`config.mk`:
```
export PLATFORM = sky130hd
export DESIGN_NAME = bus_arbiter
export DESIGN_NICKNAME = d
export VERILOG_FILES = /design/src/rtl/bus_arbiter.sv
export SDC_FILE = /design/constraint.sdc
export NUM_CORES = 1
export LEC_CHECK = 0
export CORE_AREA = 5 5 42 44
export CTS_CLUSTER_SIZE = 24
export DETAILED_ROUTE_END_ITERATION = 8
export DIE_AREA = 0 0 47 49
export GPL_ROUTABILITY_DRIVEN = 0
export PLACE_DENSITY = 0.5
export SYNTH_ARGS = -nofsm -noshare
export SYNTH_HDL_FRONTEND = slang
export SYNTH_SLANG_ARGS = --single-unit
```
`constraint.sdc`:
```
create_clock -name clk -period 1.4 [get_ports clk]
set_input_delay 0.14 -clock clk [delete_from_list [all_inputs] [get_ports clk]]
set_output_delay 0.14 -clock clk [all_outputs]
set_load 0.02 [all_outputs]
```
`src/rtl/bus_arbiter.sv`:
```
// bus_arbiter: four-master round-robin bus arbiter with registered active-low grants and parking.
// Optional per-owner hold limit under contention is enabled by defining BUS_ARB_TIMEOUT_EN.
module bus_arbiter #(
    parameter int MAX_HOLD = 16
) (
    input  logic       clk,
    input  logic       reset,
    input  logic       m0_req_n,
    input  logic       m1_req_n,
    input  logic       m2_req_n,
    input  logic       m3_req_n,
    output logic       m0_grnt_n,
    output logic       m1_grnt_n,
    output logic       m2_grnt_n,
    output logic       m3_grnt_n,
    output logic [1:0] bus_owner
);
    typedef enum logic [1:0] {OWNER_M0, OWNER_M1, OWNER_M2, OWNER_M3} owner_t;

    owner_t     owner, next_owner, search_owner;
    logic [3:0] req, grnt_n;
    logic       keep;

    if (MAX_HOLD < 1 || MAX_HOLD > 255) begin : g_bad_max_hold
        $error("bus_arbiter: MAX_HOLD must be within 1..255");
    end

    assign req = ~{m3_req_n, m2_req_n, m1_req_n, m0_req_n};
    assign {m3_grnt_n, m2_grnt_n, m1_grnt_n, m0_grnt_n} = grnt_n;
    assign bus_owner = owner;

`ifdef BUS_ARB_TIMEOUT_EN
    logic [7:0] hold_cnt;
    logic       others;
    logic       timed_out;
    assign others    = |(req & ~(4'b0001 << owner));
    assign timed_out = others && (hold_cnt == 8'(MAX_HOLD - 1));
    assign keep      = req[owner] && !timed_out;
`else
    assign keep = req[owner];
`endif

    // rotational search from owner+1; walking downward leaves the nearest requester, or the owner when idle
    always_comb begin
        search_owner = owner;
        for (int i = 3; i >= 1; i--)
            if (req[2'(owner + i)]) search_owner = owner_t'(2'(owner + i));
        next_owner = keep ? owner : search_owner;
    end

    // owner, grants and hold counter advance together so grants always match bus_owner
    always_ff @(posedge clk) begin
        if (!reset) begin
            owner    <= OWNER_M0;
            grnt_n   <= 4'b1110;
`ifdef BUS_ARB_TIMEOUT_EN
            hold_cnt <= 8'd0;
`endif
        end else begin
            owner    <= next_owner;
            grnt_n   <= ~(4'b0001 << next_owner);
`ifdef BUS_ARB_TIMEOUT_EN
            hold_cnt <= (next_owner != owner || !others) ? 8'd0 :
                        (hold_cnt == 8'hff) ? hold_cnt : hold_cnt + 8'd1;
`endif
        end
    end
endmodule

```
Word level (Yosys, flattened, before mapping)
Index checks and enable logic that the tools add are counted.
{"block": "word_totals", "regBits": 6, "in_bits": 6, "out_inout_bits": 6, "word_cells": 24}
{"block": "op_classes", "add_sub_neg": 3, "n_lt_le_gt_ge": 4, "shift": 1, "mux": 12, "bitwise": 2}
{"cell": "2-bit by 3-bit < comparator with 1-bit output (second input constant)", "count": 4}
{"cell": "1-bit binary-select mux with 2-bit select", "count": 4}
{"cell": "2-bit two-way mux", "count": 4}
{"cell": "4-bit NOT", "count": 2}
{"cell": "2-bit adder (second input constant)", "count": 2}
{"cell": "1-bit two-way mux", "count": 4}
{"cell": "1-bit by 2-bit left shift with 4-bit output (first input constant)", "count": 1}
{"cell": "2-bit by 1-bit adder with 2-bit output (second input constant)", "count": 1}

Depth between registers and ports, before layout
{"block": "logic_depth", "depth_word": 9, "ltp_mapped": 4, "ltp_nobuf": 4}

Worst setup path after synthesis
No wires, ideal clock.
{"block": "synth_path", "path_kind": "reg-to-reg", "startpoint": "register owner[0], in the netlist bus_owner[0]", "endpoint": "register grnt_n[3]", "setup_time_ps": 132, "arrival_ps": 1133, "t_required_ps": 1268, "setup_slack_ps": 134, "path_stages_with_launch": 5, "path_buffers": 0, "synth_period_minus_slack_ps": 1266, "path_cell_list": "dfxtp_1 > nor2_1 > a211o_1 > a32oi_2 > nand3_1"}
{"block": "synth_between", "elab_chain_len": 9, "word_cells_on_any_way": 17, "classes_between": "add/sub: 3; shift: 1; mux: 12; bitwise: 1"}
{"element": "start: declaration", "line_no": "20", "text": "owner_t owner, next_owner, search_owner;"}
{"element": "start signal: assignment", "line_no": "60", "text": "owner <= next_owner;"}
{"element": "2-bit adder", "line_no": "47", "text": "if (req[2'(owner + i)]) search_owner = owner_t'(2'(owner + i));"}
{"element": "1-bit binary-select mux with 2-bit select", "line_no": "47"}
{"element": "1-bit two-way mux (implied by the code)", "line_no": "47"}
{"element": "2-bit two-way mux (3 in a row)", "line_no": "47"}
{"element": "2-bit two-way mux (*)", "line_no": "48", "text": "next_owner = keep ? owner : search_owner;"}
{"element": "1-bit by 2-bit left shift with 4-bit output (*)", "line_no": "61", "text": "grnt_n <= ~(4'b0001 << next_owner);"}
{"element": "4-bit NOT (*)", "line_no": "61"}
{"element": "end signal: assignment", "line_no": "61"}
{"element": "end: declaration", "line_no": "21", "text": "logic [3:0] req, grnt_n;"}
Every way passes the cells marked *; elsewhere a longest branch is shown, timed or not. The select of a mux whose other input is x is not followed.
A chain may end at the register's enable or synchronous reset.

Worst setup path after layout
{"block": "layout_path", "startpoint": "register grnt_n[2]", "endpoint": "output m2_grnt_n"}
{"element": "end: declaration", "line_no": "14", "text": "output logic m2_grnt_n,"}
No word-level cell between the ends.

==> flow_summary.yaml <==
power_and_ir_drop:
  ir_drop_mv: 0.4355
  p_per_area_nw_per_um2: 1050
  power.leakage_nw: 0.1779
  p_total_uw: 453.1
place:
  pre_cts_slack_ns: -0.1020
  dpl.hpwl_um: 453.4
  dpl_cell_area_sq_um: 411.6
  io_buffers: 11
  place_inst: 57
floorplanning:
  die-area_sq_um: 2303
  die_x_um: 47
  die_y_um: 49
  coreArea_sq_um: 1401
  row_count: 14
  initial_core_util: 0.1741
  pin_count: 12
global_route:
  grt_remaining_overflow: 0
  antenna_found_initial: 0
  grt_max_degree: 7
  grt_usage: 0.06127
  grt_pass1_wl_um: 993
  grt_pass1_vias: 264
critical_path:
  path_cells: "clkdlybuf4s50_1"
  critPathMaxStageDelay_ns: 0.60
  crit_type: "register to output port"
  critPathTopFamily: "buffers and inverters"
  worst-r2r-cell-count: 4
  worst_setup_path_start_kind: "register"
  cp.required_ns: 1.26
  critical_path.slowest_cell: "clkdlybuf4s50_1"
  end_kind: "output port"
  arrival_ns: 1.15
  path_depth: 1
  cp_max_fo: 1
  path_buf_inv: 1
clock_network:
  root_buffer: "clkbuf_4"
  cts_tree: "built"
  numCtsBuffers: 3
  path_clk_slew_ns: 0.04
  cts_hold_buf: 0
  clk_latency_ns: 0.24
  ctsResizeCount: 2
  post-cts-setup-buffers: 0
  clock_sinks: 6
  htree_levels: 1
  cts.path.max_buffers: 2
final_layout:
  most-common-layout-cells: "clkdlybuf4s50_1 (9), dfxtp_1 (6), buf_4 (5)"
  nets: 52
  final_common_cell: "clkdlybuf4s50_1"
  stdcell_count: 60
  num_antenna_cells: 0
  num-fill-cells: 160
  area.growth.synth_to_final_pct: 76.92
  drive_gt1_frac: 0.2045
  utilization: 0.3080
  design_area_sq_um: 431.7
timing:
  tns_ns: 0
  relSlewSlack: 0.8247
  rsz0062_at_grt: "false"
  slew_violations: 0
  skew_ns: 0.001557
  hold_violations: 0
  period_share: 0.9189
  fin_hold_ws_ns: 0.5235
  timing.fmax_ghz: 0.7773
  min_period_ns: 1.286
  fin_ws_ns: 0.1136
  worst_slew_pin_slew_ns: 0.2629
  setup_viol: 0
logic_synthesis:
  synth_area_leader_cell: "dfxtp_1"
  avgSynthCellArea_sq_um: 9.759
  yosys.area.top_type_share: 0.4923
  ys_seq_area_frac: 0.4923
  netlist-cell-type-count: 13
  ys_seq_elements: 6
  synth_area_sq_um: 244.0
  ys_top_cells_by_area: "dfxtp_1 (49%), nand3b_1 (9.2%), a32oi_2 (6.7%)"
  synth_warnings: 0
  synth_cells: 25
  syn_nets: 31
drt:
  via_count: 247
  avgRoutedWirePerCell_um: 9.583
  vias_per_cell: 4.117
  dr.pass1.iters: 4
  route.detailed.drc: 0
  routed_wl_um: 575
  drt_first_iter_violations: 5
  ant_nets: 0
run_status:
  outcome: "finished clean"
worst_hold_path:
  hold_class: "primary input to register"
  hold-path-cell-count: 2
flow_run:
  cap_violations: 0
## state kept, by name, indices dropped and copies added (netlist names)
signal	flops
grnt_n	4
bus_owner	2
## final timing paths
| kind | to | slack [ns] | from |
|---|---|---|---|
| max | m2_grnt_n | 0.11 | grnt_n[2] |
| min | grnt_n[3] | 0.52 | reset |
| max reg2reg | grnt_n[3] | 0.17 | bus_owner[0] |
| min reg2reg | grnt_n[1] | 0.67 | bus_owner[1] |
## routing by layer
layer	vias up	routed length, um	track usage
li1	130	-	-
met1	105	263	0.07033
met2	12	234	0.07919
met3	0	78	0.02952
met4	0	0	0.05530
met5	-	0	0
## power breakdown
group,switching [mW],internal [mW]
clock,0.0563,0.0966
combinational,0.0485,0.0589
sequential,0.00794,0.185
## synth_stat cells (all sizes together)
cell,count
a211o,1
a32oi,1
and2,2
dfxtp,6
inv,2
nand2,1
nand3,2
nand3b,3
nor2,1
o21a,1
o21ai,3
o221ai,1
o31ai,1
## cell type report
class,count,area [sq um],area share
repair buffers,16,145.1,0.3362
flip-flops and latches,6,120.1,0.2783
multi-input cells,17,116.4,0.2696
clock buffers,3,22.52,0.05217
well taps,16,20.02,0.04638
inverters,2,7.507,0.01739
## kinds of logic (layout without fill, tap and decap cells)
kind of cell | count (synthesis) | in the layout | synth area share
AND/OR/NAND/NOR | 9 | 9 | 0.2153
buffers and inverters | 2 | 21 | 0.03078
AO/OA/AOI/OAI | 8 | 8 | 0.2616
flip-flops | 6 | 6 | 0.4923
Note: power is estimated with default switching activity, not from simulation.
